<file path="src/rtl/counter_load_ctrl_pkg.sv">
// Shared definitions for the serial load-command front end of the loadable counter.
// Holds the FSM state encoding and the frame geometry derived from the data width.
package counter_load_ctrl_pkg;

  typedef enum logic [1:0] {
    LCTL_IDLE  = 2'd0,
    LCTL_SHIFT = 2'd1,
    LCTL_LOAD  = 2'd2
  } lctl_state_t;

  // One command bit followed by data_w data bits.
  function automatic int unsigned frame_bits(input int unsigned data_w);
    return data_w + 1;
  endfunction

  // The command bit is the first one shifted in, so it lands above the data.
  function automatic int unsigned cmd_bit(input int unsigned data_w);
    return data_w;
  endfunction

endpackage

</file>
<file path="src/rtl/counter_load_ctrl_sync_edge.sv">
// N-stage synchroniser for an asynchronous pin with registered edge pulses.
// Ports:
//   in_clk, in_rst_n : clock, asynchronous active-low reset
//   in_d             : asynchronous input
//   out_q            : synchronised level
//   out_rise         : one-cycle pulse after out_q goes 0->1
//   out_fall         : one-cycle pulse after out_q goes 1->0
module counter_load_ctrl_sync_edge #(
  parameter int unsigned STAGES  = 2,
  parameter logic        RST_VAL = 1'b0
) (
  input  logic in_clk,
  input  logic in_rst_n,
  input  logic in_d,
  output logic out_q,
  output logic out_rise,
  output logic out_fall
);

  logic [STAGES-1:0] sync_r;
  logic              prev_r;

  // Synchroniser chain, then one edge-detect register feeding registered pulses.
  always_ff @(posedge in_clk or negedge in_rst_n) begin
    if (!in_rst_n) begin
      sync_r   <= {STAGES{RST_VAL}};
      prev_r   <= RST_VAL;
      out_rise <= 1'b0;
      out_fall <= 1'b0;
    end else begin
      sync_r   <= {sync_r[STAGES-2:0], in_d};
      prev_r   <= sync_r[STAGES-1];
      out_rise <= sync_r[STAGES-1] & ~prev_r;
      out_fall <= ~sync_r[STAGES-1] & prev_r;
    end
  end

  assign out_q = sync_r[STAGES-1];

endmodule

</file>
<file path="src/rtl/counter_load_ctrl.sv">
// Serial load-command receiver in front of the loadable counter.
// Synchronises cs_n/sclk/sdata, deserialises a {cmd, data} frame MSB first and
// drives the counter's load value, a LOAD_HOLD-cycle load strobe and the
// write-enable level.
// Ports:
//   in_clk, in_rst_n       : clock, asynchronous active-low reset
//   in_cs_n, in_sclk       : frame select (active low) and serial clock, async
//   in_sdata               : serial data, sampled on sclk rising edge
//   out_load_value         : last accepted data word
//   out_load_now           : load strobe, LOAD_HOLD cycles
//   out_write_now          : write/drive enable, 0 during LOAD
//   out_frame_err          : sticky, last frame malformed
//   out_busy               : high in SHIFT or LOAD
module counter_load_ctrl
  import counter_load_ctrl_pkg::*;
#(
  parameter int unsigned DATA_W      = 8,
  parameter int unsigned LOAD_HOLD   = 2,
  parameter int unsigned SYNC_STAGES = 2
) (
  input  logic              in_clk,
  input  logic              in_rst_n,
  input  logic              in_cs_n,
  input  logic              in_sclk,
  input  logic              in_sdata,
  output logic [DATA_W-1:0] out_load_value,
  output logic              out_load_now,
  output logic              out_write_now,
  output logic              out_frame_err,
  output logic              out_busy
);

  localparam int unsigned FRAME_BITS = frame_bits(DATA_W);
  localparam int unsigned CMD_BIT    = cmd_bit(DATA_W);
  localparam int unsigned CNT_W      = $clog2(FRAME_BITS + 2);
  localparam int unsigned HOLD_W     = $clog2(LOAD_HOLD + 1);

  logic cs_q, cs_rise, cs_fall;
  logic sclk_q, sclk_rise, sclk_fall;
  logic sdata_q;
  logic unused_sclk;

  logic [SYNC_STAGES-1:0] sdata_sync_r;
  lctl_state_t            state;
  logic [CNT_W-1:0]       bit_cnt;
  logic [HOLD_W-1:0]      hold_cnt;
  logic [FRAME_BITS-1:0]  shift_r;
  logic                   write_cmd;

  counter_load_ctrl_sync_edge #(
    .STAGES (SYNC_STAGES),
    .RST_VAL(1'b1)
  ) u_cs_sync (
    .in_clk  (in_clk),
    .in_rst_n(in_rst_n),
    .in_d    (in_cs_n),
    .out_q   (cs_q),
    .out_rise(cs_rise),
    .out_fall(cs_fall)
  );

  counter_load_ctrl_sync_edge #(
    .STAGES (SYNC_STAGES),
    .RST_VAL(1'b0)
  ) u_sclk_sync (
    .in_clk  (in_clk),
    .in_rst_n(in_rst_n),
    .in_d    (in_sclk),
    .out_q   (sclk_q),
    .out_rise(sclk_rise),
    .out_fall(sclk_fall)
  );

  // Only the sclk rising edge is used.
  assign unused_sclk = sclk_q ^ sclk_fall;

  // sdata needs only a level; it is stable long before the delayed sclk pulse.
  always_ff @(posedge in_clk or negedge in_rst_n) begin
    if (!in_rst_n) sdata_sync_r <= '0;
    else           sdata_sync_r <= {sdata_sync_r[SYNC_STAGES-2:0], in_sdata};
  end

  assign sdata_q = sdata_sync_r[SYNC_STAGES-1];

  // Frame FSM with registered outputs.
  always_ff @(posedge in_clk or negedge in_rst_n) begin
    if (!in_rst_n) begin
      state          <= LCTL_IDLE;
      bit_cnt        <= '0;
      hold_cnt       <= '0;
      shift_r        <= '0;
      write_cmd      <= 1'b0;
      out_load_value <= '0;
      out_load_now   <= 1'b0;
      out_write_now  <= 1'b0;
      out_frame_err  <= 1'b0;
      out_busy       <= 1'b0;
    end else begin
      case (state)
        LCTL_IDLE: begin
          if (cs_fall) begin
            state    <= LCTL_SHIFT;
            bit_cnt  <= '0;
            out_busy <= 1'b1;
          end
        end
        LCTL_SHIFT: begin
          if (cs_rise) begin
            if (bit_cnt == CNT_W'(FRAME_BITS)) begin
              out_load_value <= shift_r[DATA_W-1:0];
              write_cmd      <= shift_r[CMD_BIT];
              out_frame_err  <= 1'b0;
              out_load_now   <= 1'b1;
              out_write_now  <= 1'b0;
              hold_cnt       <= HOLD_W'(1);
              state          <= LCTL_LOAD;
            end else begin
              out_frame_err <= 1'b1;
              out_busy      <= 1'b0;
              state         <= LCTL_IDLE;
            end
          end else if (sclk_rise) begin
            shift_r <= {shift_r[FRAME_BITS-2:0], sdata_q};
            // Saturate one past a full frame so overruns stay distinguishable.
            if (bit_cnt != CNT_W'(FRAME_BITS + 1)) bit_cnt <= bit_cnt + CNT_W'(1);
          end
        end
        LCTL_LOAD: begin
          if (hold_cnt == HOLD_W'(LOAD_HOLD)) begin
            out_load_now  <= 1'b0;
            out_write_now <= write_cmd;
            hold_cnt      <= '0;
            // A frame that began during LOAD has lost bits; collect the rest
            // so its closing edge is reported as malformed.
            if (!cs_q) begin
              state   <= LCTL_SHIFT;
              bit_cnt <= '0;
            end else begin
              state    <= LCTL_IDLE;
              out_busy <= 1'b0;
            end
          end else begin
            hold_cnt <= hold_cnt + HOLD_W'(1);
          end
        end
        default: begin
          state        <= LCTL_IDLE;
          out_load_now <= 1'b0;
          out_busy     <= 1'b0;
        end
      endcase
    end
  end

endmodule

</file>
<file path="config.mk">
export PLATFORM = sky130hd
export DESIGN_NAME = counter_load_ctrl
export DESIGN_NICKNAME = d
export VERILOG_FILES = /design/src/rtl/counter_load_ctrl_pkg.sv /design/src/rtl/counter_load_ctrl_sync_edge.sv /design/src/rtl/counter_load_ctrl.sv
export SDC_FILE = /design/constraint.sdc
export NUM_CORES = 1
export LEC_CHECK = 0
export ABC_CLOCK_PERIOD_IN_PS = 3500
export BUFFER_PORTS_ARGS = -buffer_cell sky130_fd_sc_hd__buf_2
export CAP_MARGIN = 20
export CORE_AREA = 2 2 43 75
export CTS_CLUSTER_DIAMETER = 50
export DETAILED_ROUTE_END_ITERATION = 8
export DIE_AREA = 0 0 45 77
export PLACE_DENSITY = 0.79
export SLEW_MARGIN = 40
export SYNTH_ARGS = -nofsm -noshare
export SYNTH_HDL_FRONTEND = slang
export SYNTH_SLANG_ARGS = --single-unit
</file>
<file path="constraint.sdc">
create_clock -name in_clk -period 3.5 [get_ports in_clk]
set_input_delay 0.525 -clock in_clk [delete_from_list [all_inputs] [get_ports in_clk]]
set_output_delay 0.525 -clock in_clk [all_outputs]
set_load 0.1 [all_outputs]
</file>
==> reports/metrics.cfg <==
[finish]
diodes=0
fin_area_um2=1830
fin_cells=169
syn2layout_area_growth_pct=9.11
fill_cells=216
final_core_util=0.639
fin_nets=148
layout-drive-gt1-share=0.319

[sta]
fmax_mhz=517
timing.final.crit_share=0.552
fin_setup_tns_ns=0
final-setup-viol-count=0
hold_viol_final=0
tightest_slew_ns=0.559
period_needed_ns=1.93
slew_headroom=0.627
worst_slack_ns=1.57
slew_viol_final=0
skew_ns=0.00212
rsz0062_at_grt=no

[clocking]
worstSkewPairLatency_ns=0.29
cts_tree=yes
ctsResizeCount=0
htree_levels=2
clk_pin_slew_ns=0.07
cts_setup_buffers=0
postCtsHoldBufs=0
cts_max_path_buffers=2
root_buffer=clkbuf_8
numCtsBuffers=5
cts_num_sinks=41

[run]
cap_violations=0

[grt]
grt_pass1_wl_um=4790
overflow=0
grt_pass1_vias=1029
antenna_found_initial=0
grtUsageTotal=0.194
grt_start_max_net_pins=42

[logic_synthesis]
synth_nets=130
synth.largest_area_cell=dfrtp_1
ys_top_cells_by_area=dfrtp_1 (57%), mux2_2 (8.7%), dfstp_2 (4.7%), mux2_4 (4.5%), ha_1 (2.2%)
ys_warn_count=0
synth-seq-cells=41
synth_top_cell_area_share=0.568
synth.avg_cell_area_um2=13.7
synthDistinctLibCells=33
synth_cells=122
synthArstFlopShare=1.00
syn_area_um2=1680
synth_edf_count=0
yosysSeqAreaShare=0.615
synth_flop_cell=dfrtp_1

[die]
die_w_um=45
initial_utilization=0.585
ios=17
die_area_um2=3470
core_um2=2860
num_rows=26
die_h_um=77

[setup_path]
setup.worst_path.class=reg2reg
start_kind=flop
end_kind=flop
crit_chain=nor2b_1 -> and3_1 -> mux2_2
worstPathMaxFanout=10
worstPathRequired_ns=3.68
worst-path-buf-inv=0
cp_slowest_stage_delay_ns=0.50
path_depth=3
crit_family=simple AND/OR/NAND/NOR gates
critical-path-slowest-cell=nor2b_1
rr_worst_depth=3
arrival_ns=2.11

[place]
gp_congestion=0.830
placed_area_um2=1740
dpl_worst_slack_ns=1.61
port_buffers=16
placed_cells=161
place_hpwl_um=1860

[power_and_ir_drop]
power_frac_clock=0.270
switching_share=0.298
cellLeakagePower_nw=0.894
p_int_mw=0.757
p_per_area_nw_per_um2=590
p_sw_mw=0.321
power_frac_seq=0.561
combPwrFrac=0.169
irDropWorstVdd_mv=0.453

[route]
vias=980
wl_per_cell_um=16.1
ant_nets=0
firstDrtPassIters=6
viasPerCell=5.80
drc_errors=0
routed_wl_um=2720
drt_iter0_drc=22

[run_status]
status=finished, final reports clean

[min_path]
hp-class=in2async

==> flip-flops by register name, indices dropped and copies added (netlist names) <==
signal,cells
hold_cnt,2
u_cs_sync.out_rise,1
bit_cnt,4
shift_r,9
write_cmd,1
out_load_now,1
u_sclk_sync.out_rise,1
u_cs_sync.prev_r,1
u_sclk_sync.sync_r,2
u_cs_sync.sync_r,2
u_cs_sync.out_fall,1
out_write_now,1
out_load_value,8
out_busy,1
sdata_sync_r,2
u_sclk_sync.prev_r,1
out_frame_err,1
state,2
==> Yosys cell counts (3+ instances only) <==
master	count
inv_1	4
nor2_1	3
mux2_4	5
mux2_2	13
o21ai_0	5
dfrtp_1	38
nand2b_1	4
nand2_1	6
ha_1	3
nor2b_1	5
dfstp_2	3
nor3_1	3
==> through the flow <==
step / power [mW] / hold WS, ns
2_1_floorplan: 0.745 / 0.229
3_3_place_gp: 0.784 / 0.333
3_5_place_dp: 0.797 / 0.342
4_1_cts: 1.10 / 0.205
5_1_grt: 1.15 / 0.234
6_report: 1.08 / 0.197
==> worst paths after layout <==
| check | from | end | slack, ns |
|---|---|---|---|
| hold reg to reg | u_sclk_sync.sync_r[0] | u_sclk_sync.sync_r[1] | 0.35 |
| setup reg to reg | state[0] | shift_r[6] | 1.57 |
| setup / recovery | state[0] | shift_r[6] | 1.57 |
| hold / removal | in_rst_n | bit_cnt[0] | 0.20 |
| min in group in_clk | in_cs_n | u_cs_sync.sync_r[0] | 0.33 |
| max in group asynchronous | in_rst_n | u_cs_sync.sync_r[0] | 2.93 |
==> routing by layer <==
| metal | routed length [µm] | global-route usage | vias up |
|---|---|---|---|
| met5 | 0 | 0 | - |
| met4 | 57 | 0.0794 | 0 |
| met3 | 103 | 0.0635 | 7 |
| met2 | 1470 | 0.296 | 20 |
| met1 | 1090 | 0.248 | 487 |
| li1 | - | - | 466 |
==> cell usage in the layout, fill, tap and decap left out, drive strengths merged <==
cell type | synthesis | final
dfrtp | 38 | 38
mux2 | 18 | 18
buf | 4 | 16
clkbuf | 1 | 7
nand2 | 6 | 6
nor2b | 5 | 5
o21ai | 5 | 5
inv | 4 | 4
nand2b | 4 | 4
nor3 | 4 | 4
nor2 | 3 | 3
ha | 3 | 3
dfstp | 3 | 3
and3 | 3 | 3
o31ai | 2 | 2
a31oi | 2 | 2
nand3b | 2 | 2
a21oi | 2 | 2
o211ai | 2 | 2
nor4b | 2 | 2
a311o | 2 | 2
and3b | 1 | 1
mux2i | 1 | 1
o21bai | 1 | 1
nand4 | 1 | 1
nand3 | 1 | 1
a21o | 1 | 1
a211o | 1 | 1
clkinvlp | 0 | 1
==> cell type report <==
cell class                      instances  area [µm²]  share of cell area
Sequential cell                        41        1030               0.563
Multi-Input combinational cell         72         582               0.318
Timing Repair Buffer                   16        82.6              0.0452
Clock buffer                            7        76.3              0.0418
Tap cell                               28        35.0              0.0192
Inverter                                4        15.0             0.00821
Clock inverter                          1        7.51             0.00411
==> worst reg2reg max path, stage by stage, from the launching register on <==
cell and delay, ns:
dfrtp_1 0.43, nor2b_1 0.50, and3_1 0.50, mux2_2 0.39
==> power by group through the flow <==
stage	Sequential, mW	Clock [mW]	Combinational (mW)
floorplan	0.636	0	0.108
global placement	0.607	0	0.176
detailed placement	0.614	0	0.183
CTS	0.605	0.307	0.184
global route	0.617	0.330	0.204
finish	0.604	0.291	0.182
==> cells by family after synthesis <==
family	share of synthesized area
multiplexers	0.138
AND/OR/NAND/NOR	0.114
buffers and inverters	0.0381
adder cells (fa/ha/maj)	0.0224
AO/OA/AOI/OAI	0.0724
flip-flops	0.615
(Power assumes the default switching activity.)
